<file path="src/rtl/mem_access_pkg.sv">
// rtl/mem_access_pkg.sv - shared types and alignment rule for the memory access unit
package mem_access_pkg;

    localparam int MAU_XLEN = 32;

    typedef enum logic [1:0] {
        BYTE    = 2'b00,
        HALF    = 2'b01,
        WORD    = 2'b10,
        ILLEGAL = 2'b11
    } mem_size_e;

    typedef enum logic [1:0] {
        IDLE  = 2'b00,
        READ  = 2'b01,
        WRITE = 2'b10,
        RESP  = 2'b11
    } mau_state_e;

    // Illegal sizes count as faults so both reject paths share one check.
    function automatic logic access_fault(input mem_size_e size, input logic [1:0] lane);
        logic fault;
        case (size)
            BYTE:    fault = 1'b0;
            HALF:    fault = lane[0];
            WORD:    fault = |lane;
            default: fault = 1'b1;
        endcase
        return fault;
    endfunction

endpackage

</file>
<file path="src/rtl/mau_lane_align.sv">
// rtl/mau_lane_align.sv - byte-lane extract/extend for loads and lane merge for stores
module mau_lane_align
    import mem_access_pkg::*;
#(
    parameter int XLEN = MAU_XLEN
) (
    input  mem_size_e        size_i,
    input  logic             unsigned_i,
    input  logic [1:0]       lane_i,
    input  logic [XLEN-1:0]  rd_word_i,
    input  logic [XLEN-1:0]  wdata_i,
    output logic [XLEN-1:0]  load_data_o,
    output logic [XLEN-1:0]  merged_o
);

    logic [7:0]  byte_sel;
    logic [15:0] half_sel;

    always_comb begin
        byte_sel = rd_word_i[7:0];
        case (lane_i)
            2'd0:    byte_sel = rd_word_i[7:0];
            2'd1:    byte_sel = rd_word_i[15:8];
            2'd2:    byte_sel = rd_word_i[23:16];
            default: byte_sel = rd_word_i[31:24];
        endcase
        half_sel = lane_i[1] ? rd_word_i[31:16] : rd_word_i[15:0];
    end

    always_comb begin
        load_data_o = rd_word_i;
        case (size_i)
            BYTE:    load_data_o = {{(XLEN-8){~unsigned_i & byte_sel[7]}}, byte_sel};
            HALF:    load_data_o = {{(XLEN-16){~unsigned_i & half_sel[15]}}, half_sel};
            default: load_data_o = rd_word_i;
        endcase
    end

    always_comb begin
        merged_o = rd_word_i;
        case (size_i)
            BYTE: begin
                case (lane_i)
                    2'd0:    merged_o[7:0]   = wdata_i[7:0];
                    2'd1:    merged_o[15:8]  = wdata_i[7:0];
                    2'd2:    merged_o[23:16] = wdata_i[7:0];
                    default: merged_o[31:24] = wdata_i[7:0];
                endcase
            end
            HALF: begin
                if (lane_i[1]) begin
                    merged_o[31:16] = wdata_i[15:0];
                end else begin
                    merged_o[15:0] = wdata_i[15:0];
                end
            end
            default: merged_o = wdata_i;
        endcase
    end

endmodule

</file>
<file path="src/rtl/mem_access_unit.sv">
// rtl/mem_access_unit.sv - load/store sequencer with read-modify-write for sub-word stores
module mem_access_unit
    import mem_access_pkg::*;
#(
    parameter int XLEN = 32
) (
    input  logic            clk,
    input  logic            rst_n,
    input  logic            req_valid,
    output logic            req_ready,
    input  logic            req_write,
    input  logic [1:0]      req_size,
    input  logic            req_unsigned,
    input  logic [XLEN-1:0] req_addr,
    input  logic [XLEN-1:0] req_wdata,
    output logic            rsp_valid,
    output logic            rsp_err,
    output logic [XLEN-1:0] rsp_rdata,
    output logic            mem_we,
    output logic [XLEN-1:0] mem_a,
    output logic [XLEN-1:0] mem_wd,
    input  logic [XLEN-1:0] mem_rd
);

    mau_state_e      state_q, state_d;
    logic            write_q, write_d;
    mem_size_e       size_q, size_d;
    logic            uns_q, uns_d;
    logic [XLEN-1:0] addr_q, addr_d;
    logic [XLEN-1:0] wdata_q, wdata_d;
    logic [XLEN-1:0] wr_word_q, wr_word_d;
    logic [XLEN-1:0] rsp_rdata_q, rsp_rdata_d;
    logic            rsp_err_q, rsp_err_d;

    mem_size_e       req_size_e;
    logic            req_fault;
    logic            accept;
    logic [XLEN-1:0] load_data;
    logic [XLEN-1:0] merged_word;

    assign req_size_e = mem_size_e'(req_size);
    assign req_fault  = access_fault(req_size_e, req_addr[1:0]);
    assign accept     = req_valid && req_ready;

    mau_lane_align #(
        .XLEN(XLEN)
    ) u_lane_align (
        .size_i      (size_q),
        .unsigned_i  (uns_q),
        .lane_i      (addr_q[1:0]),
        .rd_word_i   (mem_rd),
        .wdata_i     (wdata_q),
        .load_data_o (load_data),
        .merged_o    (merged_word)
    );

    always_ff @(posedge clk or negedge rst_n) begin
        if (!rst_n) begin
            state_q <= IDLE;
        end else begin
            state_q <= state_d;
        end
    end

    // Sub-word stores read first even though they are stores: the merge needs the old word.
    always_comb begin
        state_d = state_q;
        case (state_q)
            IDLE: begin
                if (req_valid) begin
                    if (req_fault) begin
                        state_d = RESP;
                    end else if (!req_write || req_size_e != WORD) begin
                        state_d = READ;
                    end else begin
                        state_d = WRITE;
                    end
                end
            end
            READ:    state_d = write_q ? WRITE : RESP;
            WRITE:   state_d = RESP;
            default: state_d = IDLE;
        endcase
    end

    // mem_we decodes the state register directly so reset kills it without waiting for a clock.
    always_comb begin
        req_ready = (state_q == IDLE);
        mem_we    = (state_q == WRITE);
        rsp_valid = (state_q == RESP);
    end

    always_comb begin
        write_d     = write_q;
        size_d      = size_q;
        uns_d       = uns_q;
        addr_d      = addr_q;
        wdata_d     = wdata_q;
        wr_word_d   = wr_word_q;
        rsp_rdata_d = rsp_rdata_q;
        rsp_err_d   = rsp_err_q;
        case (state_q)
            IDLE: begin
                if (accept) begin
                    write_d   = req_write;
                    size_d    = req_size_e;
                    uns_d     = req_unsigned;
                    addr_d    = req_addr;
                    wdata_d   = req_wdata;
                    wr_word_d = req_wdata;
                    if (req_fault) begin
                        rsp_rdata_d = '0;
                        rsp_err_d   = 1'b1;
                    end
                end
            end
            READ: begin
                if (write_q) begin
                    wr_word_d = merged_word;
                end else begin
                    rsp_rdata_d = load_data;
                    rsp_err_d   = 1'b0;
                end
            end
            WRITE: begin
                rsp_rdata_d = '0;
                rsp_err_d   = 1'b0;
            end
            default: ;
        endcase
    end

    always_ff @(posedge clk or negedge rst_n) begin
        if (!rst_n) begin
            write_q     <= 1'b0;
            size_q      <= BYTE;
            uns_q       <= 1'b0;
            addr_q      <= '0;
            wdata_q     <= '0;
            wr_word_q   <= '0;
            rsp_rdata_q <= '0;
            rsp_err_q   <= 1'b0;
        end else begin
            write_q     <= write_d;
            size_q      <= size_d;
            uns_q       <= uns_d;
            addr_q      <= addr_d;
            wdata_q     <= wdata_d;
            wr_word_q   <= wr_word_d;
            rsp_rdata_q <= rsp_rdata_d;
            rsp_err_q   <= rsp_err_d;
        end
    end

    assign mem_a     = {addr_q[XLEN-1:2], 2'b00};
    assign mem_wd    = wr_word_q;
    assign rsp_rdata = rsp_rdata_q;
    assign rsp_err   = rsp_err_q;

endmodule

</file>
<file path="config.mk">
export PLATFORM = sky130hd
export DESIGN_NAME = mem_access_unit
export DESIGN_NICKNAME = d
export VERILOG_FILES = /design/src/rtl/mem_access_pkg.sv /design/src/rtl/mau_lane_align.sv /design/src/rtl/mem_access_unit.sv
export SDC_FILE = /design/constraint.sdc
export NUM_CORES = 1
export LEC_CHECK = 0
export BUFFER_PORTS_ARGS = -buffer_cell sky130_fd_sc_hd__buf_2
export CELL_PAD_IN_SITES_DETAIL_PLACEMENT = 1
export CELL_PAD_IN_SITES_GLOBAL_PLACEMENT = 1
export CORE_AREA = 4 4 157 113
export CTS_BUF_LIST = sky130_fd_sc_hd__clkbuf_8
export DETAILED_ROUTE_END_ITERATION = 10
export DIE_AREA = 0 0 161 117
export PLACE_DENSITY = 0.84
export SLEW_MARGIN = 20
export SYNTH_ARGS = -nofsm -noshare
export SYNTH_HDL_FRONTEND = slang
export SYNTH_SLANG_ARGS = --single-unit
</file>
<file path="constraint.sdc">
create_clock -name clk -period 3.8 [get_ports clk]
set_input_delay 0.38 -clock clk [delete_from_list [all_inputs] [get_ports clk]]
set_output_delay 0.38 -clock clk [all_outputs]
set_load 0.01 [all_outputs]
</file>
# Word-level counts from Yosys, hierarchy flattened
# Index checks and enable logic that the tools add are counted.
dict set report totals {
  reg_bits 135
  output_inout_bits 100
  wordCells 67
}
dict set report op_classes {
  bitwise 3
  mux 27
  eq_ne 14
  reduce_logical 14
}
# operator n
set ops {}
lappend ops {{$pmux 32 s2} 3}
lappend ops {{$mux 32} 5}
lappend ops {{$pmux 32 s3} 1}
lappend ops {{$mux 16} 3}
lappend ops {{$mux 8} 4}
lappend ops {{$pmux 8 s3} 1}
lappend ops {{$eq 2x1->1 const B} 4}
lappend ops {{$eq 2x2->1 const B} 4}
lappend ops {{$logic_not 2->1} 4}
lappend ops {{$ne 2x2->1 const B} 4}
lappend ops {{$mux 2} 3}
lappend ops {{$pmux 1 s3} 2}
lappend ops {{$pmux 2 s3} 1}
lappend ops {{$mux 1} 4}
lappend ops {{$ne 2x1->1 const B} 2}
lappend ops {{$reduce_and 4->1} 1}
lappend ops {{$reduce_and 3->1} 1}
lappend ops {{$reduce_bool 3->1} 1}
lappend ops {{$reduce_or 3->1} 1}
lappend ops {{$and 1x1->1} 2}
lappend ops {{$reduce_and 2->1} 1}
lappend ops {{$reduce_bool 2->1} 1}
lappend ops {{$reduce_or 2->1} 1}
lappend ops {{$logic_and 1x1->1} 1}
lappend ops {{other kinds (3)} 3}

# Logic depth before layout (Yosys ltp)
# Gate-level depths: netlist (run 1).
dict set report depth {
  word_depth 6
  depth_mapped 9
}

# Hierarchy
# A second synthesis (run 1) with hierarchy kept.
dict set report hier_totals {
  cells_unflattened 674
  hier_area_um2 7589.8
}
# module cells_each seq_area_each_um2 area_each_um2 n_inst
set modules_own_cells {}
lappend modules_own_cells {mem_access_unit 423 3378.2 5661.7 1}
lappend modules_own_cells {mau_lane_align 251 0.0 1928.1 1}

# Worst setup path after synthesis (run 1)
# No wires, ideal clock.
dict set report synth_timing {
  path_type {flip-flop to flip-flop}
  startpoint {reg state_q[0]}
  endpoint {reg wr_word_q[3], in the netlist mem_wd[3]}
  path_stages_with_launch 10
  slack_ns 1.858
  n_path_buf 3
  arrival_time_ns 1.804
  synth_period_minus_slack_ns 1.942
  setup_ns 0.138
  t_required_ns 3.662
  path_cell_list {dfrtp_1 > inv_1 > ha_1 > nor2_2 > buf_6 > or3_1 > buf_2 > buf_6 > nand2_1 > o211ai_1}
}
dict set report synth_between {
  elab_chain_cells 4
  elab_cells_between_ends 8
  cone_classes {3 x eq/ne; 1 x mux; 4 x reduce/logical}
}
# item line_no
set synth_lines {}
lappend synth_lines {{start: declaration} mem_access_unit.sv:25} ;# mau_state_e state_q, state_d;
lappend synth_lines {{start signal: assignment} mem_access_unit.sv:61} ;# state_q <= state_d;
lappend synth_lines {{$logic_not 2->1 *} mem_access_unit.sv:88} ;# req_ready = (state_q == IDLE);
lappend synth_lines {{named net req_ready} mem_access_unit.sv:10} ;# output logic req_ready,
lappend synth_lines {{$logic_and 1x1->1} mem_access_unit.sv:43} ;# assign accept = req_valid && req_ready;
lappend synth_lines {{$ne 2x1->1 (no source line)} -}
lappend synth_lines {{$reduce_and 3->1 (no source line)} -}
lappend synth_lines {{end signal: assignment} mem_access_unit.sv:149} ;# wr_word_q <= wr_word_d;
lappend synth_lines {{end: declaration} mem_access_unit.sv:31} ;# logic [XLEN-1:0] wr_word_q, wr_word_d;
# Mark *: on every way through the listed nets, which the timed path passes. The rest lies on a longest branch.
# A chain may end at the register's enable or synchronous reset.

# Worst setup path in the final report (run 1)
dict set report layout_timing {
  startpoint {reg addr_q[1]}
  endpoint {reg wr_word_q[9], in the netlist mem_wd[9]}
}
dict set report layout_between {
  elab_chain_cells 5
  elab_cells_between_ends 6
  cone_classes {1 x eq/ne; 5 x mux}
}
# item line_no
set layout_lines {}
lappend layout_lines {{start: declaration} mem_access_unit.sv:29} ;# logic [XLEN-1:0] addr_q, addr_d;
lappend layout_lines {{start signal: assignment} mem_access_unit.sv:147} ;# addr_q <= addr_d;
lappend layout_lines {{$eq 2x1->1} mau_lane_align.sv:43} ;# case (lane_i)
lappend layout_lines {{$mux 8} mau_lane_align.sv:43}
lappend layout_lines {{$pmux 32 s2 *} mau_lane_align.sv:41} ;# case (size_i)
lappend layout_lines {{$mux 32 *} mem_access_unit.sv:118} ;# if (write_q) begin
lappend layout_lines {{$pmux 32 s2 *} mem_access_unit.sv:102} ;# case (state_q)
# Mark *: on every way between the ends. The rest lies on a longest branch, timed or not. The select of a mux whose other input is x is not followed.

==> out/metrics.yaml, run 1 <==
synthesis:
  yosysUniqueCellTypes: 57
  async_reset_ff_frac: 1.00
  synth_enable_flop_cells: 0
  syn_avg_cell_area_um2: 10.9
  syn-cell-area_mm2: 0.00719
  yosysWarnings: 0
  ys.flop_type: "dfrtp_1"
  synth-seq-cells: 135
  synthCells: 662
  yosysSeqAreaShare: 0.470
sta:
  holdWs_ps: 25.9
  clock.fmax_mhz: 366
  post-route-period-util: 0.720
  hold_viol: 0
  fin_ws_ps: 1070
  final.min_clock_period_ps: 2730
  setup_tns_ps: 0
  skew_ps: 12.4
  rsz0062_at_grt: "no"
  final_max_slew_viol_count: 0
  finalSetupViolations: 0
  worstMarginPinSlew_ps: 1010
  slew-limit-headroom: 0.329
cells_and_area:
  antenna_cells: 0
  final_common_cell: "buf_2"
  fillerInstances: 1869
  area_delta_synth_final_pct: 18.7
  fin_nets: 916
  drive_gt1_frac: 0.420
  mostFrequentLayoutCells: "buf_2, dfrtp_1, mux2_2, nand2_1, nand2b_1"
clock_network:
  numClockSinks: 135
  clock_path_buffers: 2
  ctsResizeCount: 0
  post_cts_buffers: 0
  clk_pin_slew_worst_paths_ps: 90
  ctsHoldBuffers: 0
  clk_latency_ps: 460
  cts_tree: "yes"
  cts_root_buf: "clkbuf_8"
  cts-htree-levels: 4
  numCtsBuffers: 17
drt:
  routedWlPerCell_um: 22.4
  via_per_inst: 5.78
  drtPass1Iterations: 5
  drtIter0Drc: 418
  vias: 6056
  routed_wl_mm: 23.5
  ant_nets: 0
  drc: 0
die:
  die_h_um: 117
  dieArea_mm2: 0.0188
  row_count: 39
  die_w_um: 161
  start_util: 0.444
  core_area_mm2: 0.0162
  io_pins: 203
min_path:
  hp-class: "input pin to async pin"
worst_setup_path:
  rr_endpoint: "mem_wd[9]"
  arrival_ps: 3060
  r2r-start: "addr_q[1]"
  end_kind: "flip-flop"
  crit_type: "flip-flop to flip-flop"
  rrSetupSlack_ps: 1070
  startpoint_type: "flip-flop"
  r2r_cells: 4
  worst_ep_required_time_ps: 4120
  crit_fanout: 27
grt:
  grt_pass1_wl_mm: 36.7
  grt_pass1_vias: 6504
  grt_max_degree: 105
  grt_antenna_before_repair: 0
  overflow: 0
  grt_use_total: 0.250
run:
  cap_violations: 0
pwr:
  peakVddDrop_v: 0.000503
  powerDensity_mw_per_mm2: 962
  p_leak_nw: 4.00
placement:
  place_ws_ps: 1110
  dp_hpwl_mm: 17.2
  gp_congestion: 0.907
  io_buffers: 200
status:
  status: "finished clean"
-- layer usage --
| layer | vias up | GRT usage | part of all wire |
|---|---|---|---|
| li1 | 2666 | - | - |
| met3 | 32 | 0.0756 | 0.085 |
| met1 | 3115 | 0.335 | 0.43 |
| met4 | 0 | 0.0619 | 0.014 |
| met5 | - | 0 | 0 |
| met2 | 243 | 0.404 | 0.47 |
-- critical path, cell delays in order, from the launching register on --
cell,delay (ps)
dfrtp_1,940
nand2b_1,500
mux2_2,390
a211oi_1,610
o21ai_1,150
-- registers in the layout, summed over array words and instances, names as in the netlist --
name	cells
addr_q	32
mem_wd	32
rsp_rdata	32
wdata_q	32
size_q	2
state_q	2
rsp_err	1
uns_q	1
write_q	1
-- cell type report --
class                   instances  area, um^2  share of cell area
clock buffers                  19         262              0.0306
clock inverters                13         201              0.0236
inverters                       6        22.5             0.00264
multi-input cells             440        3320               0.388
flip-flops and latches        135        3380               0.396
well taps                     225         282              0.0330
repair buffers                209        1070               0.126
-- report_power, final --
group	switching, mW	internal [mW]	total, mW
Clock	0.590	0.813	1.40
Sequential	0.641	2.16	2.80
Combinational	2.30	1.70	4.01
-- worst max path at each step --
| stage | cells past startpoint | slack (ps) | start | end |
|---|---|---|---|---|
| after floorplan | 9 | 1860 | state_q[0] | mem_wd[3] |
| after global placement | 4 | 1320 | addr_q[1] | mem_wd[9] |
| after detailed placement | 6 | 1110 | state_q[0] | rsp_rdata[22] |
| after CTS | 6 | 1100 | state_q[0] | rsp_rdata[20] |
| after global routing | 7 | 840 | state_q[0] | mem_wd[18] |
| final | 4 | 1070 | addr_q[1] | mem_wd[9] |
-- logic make-up after synthesis --
logic type | Yosys count | share of synthesized area
compound gates | 156 | 0.167
fa+ha+maj | 4 | 0.00696
buf+inv | 88 | 0.0715
flops | 135 | 0.470
mux | 101 | 0.157
other cells | 1 | 0.000521
simple gates | 177 | 0.127
-- cells in the mapped netlist, types with 6 or more instances --
| library cell | count | area, um^2 |
|---|---|---|
| buf_1 | 11 | 41.3 |
| mux2i_1 | 15 | 150 |
| o21ai_0 | 23 | 115 |
| nand2_1 | 78 | 293 |
| a22o_1 | 13 | 114 |
| nor2_1 | 16 | 60.1 |
| nand3b_1 | 9 | 67.6 |
| o21ai_1 | 16 | 80.1 |
| dfrtp_1 | 135 | 3380 |
| a21oi_1 | 12 | 60.1 |
| a211oi_1 | 15 | 113 |
| o211ai_1 | 8 | 60.1 |
| clkbuf_1 | 18 | 67.6 |
| mux2_2 | 84 | 946 |
| nor2b_1 | 8 | 50.1 |
| inv_1 | 6 | 22.5 |
| buf_2 | 12 | 60.1 |
| a32o_1 | 15 | 150 |
| o221ai_1 | 13 | 114 |
| buf_4 | 37 | 278 |
| a22o_2 | 9 | 90.1 |
| nand2b_1 | 31 | 194 |
| and3_1 | 10 | 62.6 |
-- through the flow --
step	util	instances	total power [mW]	instance area, um^2
CTS	0.527	1047	8.23	8530
detailed placement	0.498	1015	6.79	8070
global placement	0.498	1015	6.51	8070
global route	0.527	1047	8.79	8540
finish	0.527	1047	8.21	8540
floorplan	-	663	5.60	7200
No activity file was read; power rests on OpenSTA's default activity.
==> run 2, diff against run 1 <==
--- a/config.mk
+++ b/config.mk
@@ -5,14 +5,15 @@
 export SDC_FILE = /design/constraint.sdc
 export NUM_CORES = 1
 export LEC_CHECK = 0
+export ABC_AREA = 1
 export BUFFER_PORTS_ARGS = -buffer_cell sky130_fd_sc_hd__buf_2
 export CELL_PAD_IN_SITES_DETAIL_PLACEMENT = 1
 export CELL_PAD_IN_SITES_GLOBAL_PLACEMENT = 1
-export CORE_AREA = 4 4 157 113
+export CORE_AREA = 4 4 179 129
 export CTS_BUF_LIST = sky130_fd_sc_hd__clkbuf_8
 export DETAILED_ROUTE_END_ITERATION = 10
-export DIE_AREA = 0 0 161 117
-export PLACE_DENSITY = 0.84
+export DIE_AREA = 0 0 183 133
+export PLACE_DENSITY = 0.75
 export SLEW_MARGIN = 20
 export SYNTH_ARGS = -nofsm -noshare
 export SYNTH_HDL_FRONTEND = slang
==> constraint.sdc (replaced) <==
create_clock -name clk -period 2.45 [get_ports clk]
set_input_delay 0.245 -clock clk [delete_from_list [all_inputs] [get_ports clk]]
set_output_delay 0.245 -clock clk [all_outputs]
set_load 0.01 [all_outputs]
==> out/metrics.yaml, run 2 <==
pwr:
  finalPower_mw: 12.3
  p_seq_frac: 0.332
  powerDensity_mw_per_mm2: 1340
  switching_share: 0.475
  power.switching_mw: 5.85
  clockPowerShare: 0.157
  p_leak_nw: 5.00
  p_int_mw: 6.47
  peakVddDrop_v: 0.000603
  combPwrFrac: 0.510
synthesis:
  synth-seq-cells: 135
  syn_avg_cell_area_um2: 7.44
  synthTopCellsByArea: "dfrtp_1, nand2_1, o21ai_0"
  yosysSeqAreaShare: 0.457
  synthCells: 994
  yosysUniqueCellTypes: 27
  synthDominantCellAreaShare: 0.457
  yosys-top-cells-count: "nand2_1, dfrtp_1, nor2_1"
  async_reset_ff_frac: 1.00
  syn-cell-area_mm2: 0.00739
  synth_enable_flop_cells: 0
  yosysMostFrequentCell: "nand2_1"
  yosysWarnings: 0
  yosysTopAreaCell: "dfrtp_1"
  ys.flop_type: "dfrtp_1"
clock_network:
  cts_tree: "yes"
  clk_latency_ps: 470
  numClockSinks: 135
  post_cts_buffers: 0
  numCtsBuffers: 17
  cts_root_buf: "clkbuf_8"
  clock_path_buffers: 2
  ctsHoldBuffers: 30
  clk_pin_slew_worst_paths_ps: 90
  cts-htree-levels: 4
  ctsResizeCount: 0
die:
  die_w_um: 183
  start_util: 0.346
  core_area_mm2: 0.0214
  die_h_um: 133
  dieArea_mm2: 0.0243
  row_count: 45
  io_pins: 203
cells_and_area:
  fin_util: 0.429
  drive_gt1_frac: 0.253
  antenna_cells: 0
  fillerInstances: 2758
  area_delta_synth_final_pct: 24.3
  final_common_cell: "nand2_1"
  mostFrequentLayoutCells: "nand2_1, buf_2, dfrtp_1, nor2_1, o21ai_0"
  fin_nets: 1290
placement:
  place_ws_ps: 413
  dp_hpwl_mm: 19.8
  io_buffers: 200
  gp_congestion: 0.890
sta:
  fin_ws_ps: 405
  post-route-period-util: 0.835
  holdWs_ps: 25.1
  clock.fmax_mhz: 489
  slew-limit-headroom: 0.452
  final_max_slew_viol_count: 0
  setup_tns_ps: 0
  hold_viol: 0
  worstMarginPinSlew_ps: 819
  finalSetupViolations: 0
  final.min_clock_period_ps: 2050
  skew_ps: 18.9
  rsz0062_at_grt: "no"
drt:
  routed_wl_mm: 27.2
  drc: 0
  vias: 7252
  ant_nets: 0
  via_per_inst: 4.91
  routedWlPerCell_um: 18.4
  drtIter0Drc: 438
  drtPass1Iterations: 4
grt:
  grt_pass1_wl_mm: 42.0
  grt_max_degree: 106
  grt_antenna_before_repair: 0
  grt_use_total: 0.222
  overflow: 0
  grt_pass1_vias: 7347
run:
  cap_violations: 0
min_path:
  hp-class: "input pin to flip-flop"
worst_setup_path:
  crit_fanout: 41
  end_kind: "flip-flop"
  worst_ep_required_time_ps: 2860
  rrSetupSlack_ps: 400
  startpoint_type: "flip-flop"
  crit_type: "flip-flop to flip-flop"
  arrival_ps: 2450
status:
  status: "finished clean"
-- run 2: per-layer routing --
layer	routed length, um	GRT usage	part of all wire	up-vias
met2	12000	0.330	0.44	255
li1	-	-	-	3471
met3	1780	0.0517	0.065	25
met5	0	0	0	-
met4	327	0.0484	0.012	0
met1	13100	0.328	0.48	3501
-- run 2: worst paths after layout --
kind / cells past startpoint / start / endpoint
worst max-delay path: 10 / state_q[1] / mem_wd[18]
worst min-delay path: 2 / req_addr[21] / addr_q[21]
worst max register to register: 10 / state_q[1] / mem_wd[18]
worst min register to register: 2 / mem_wd[11] / mem_wd[11]
max in group asynchronous: 3 / rst_n / wdata_q[28]
min in group asynchronous: 2 / rst_n / addr_q[24]
-- run 2: final cells by class --
type	instances	area [um^2]	share of cell area
well taps	282	353	0.0384
inverters	76	285	0.0311
clock inverters	14	149	0.0162
clock buffers	18	248	0.0270
multi-input cells	703	3270	0.355
flip-flops and latches	135	3380	0.368
repair buffers	250	1510	0.164
-- run 2: kinds of logic after synthesis --
| logic type | synth area share |
|---|---|
| AND/OR/NAND/NOR | 0.284 |
| buffers and inverters | 0.103 |
| AO/OA/AOI/OAI | 0.102 |
| flip-flops | 0.457 |
| multiplexers | 0.0472 |
| adder cells (fa/ha/maj) | 0.00677 |
| other | 0.000507 |
-- run 2: worst max-delay path, cell delays in order (launching register included) --
cell and delay [ps]:
dfrtp_1 420, inv_1 100, ha_1 190, inv_2 50, nor2_1 190, inv_1 100
nand2_2 270, buf_12 250, buf_4 230, nand2_1 80, nand2_1 90
-- run 2: stage by stage --
step	area, um^2	std cells
2_1_floorplan	7400	995
3_3_place_gp	8490	1416
3_5_place_dp	8490	1416
4_1_cts	9190	1478
5_1_grt	9190	1478
6_report	9190	1478
-- run 2: power groups by stage --
| stage | logic (mW) | clock network [mW] | registers, mW |
|---|---|---|---|
| 2_1_floorplan | 4.23 | 0 | 4.06 |
| 3_3_place_gp | 6.07 | 0 | 4.08 |
| 3_5_place_dp | 6.25 | 0 | 4.10 |
| 4_1_cts | 6.32 | 1.99 | 4.08 |
| 5_1_grt | 7.02 | 2.10 | 4.22 |
| 6_report | 6.28 | 1.94 | 4.09 |
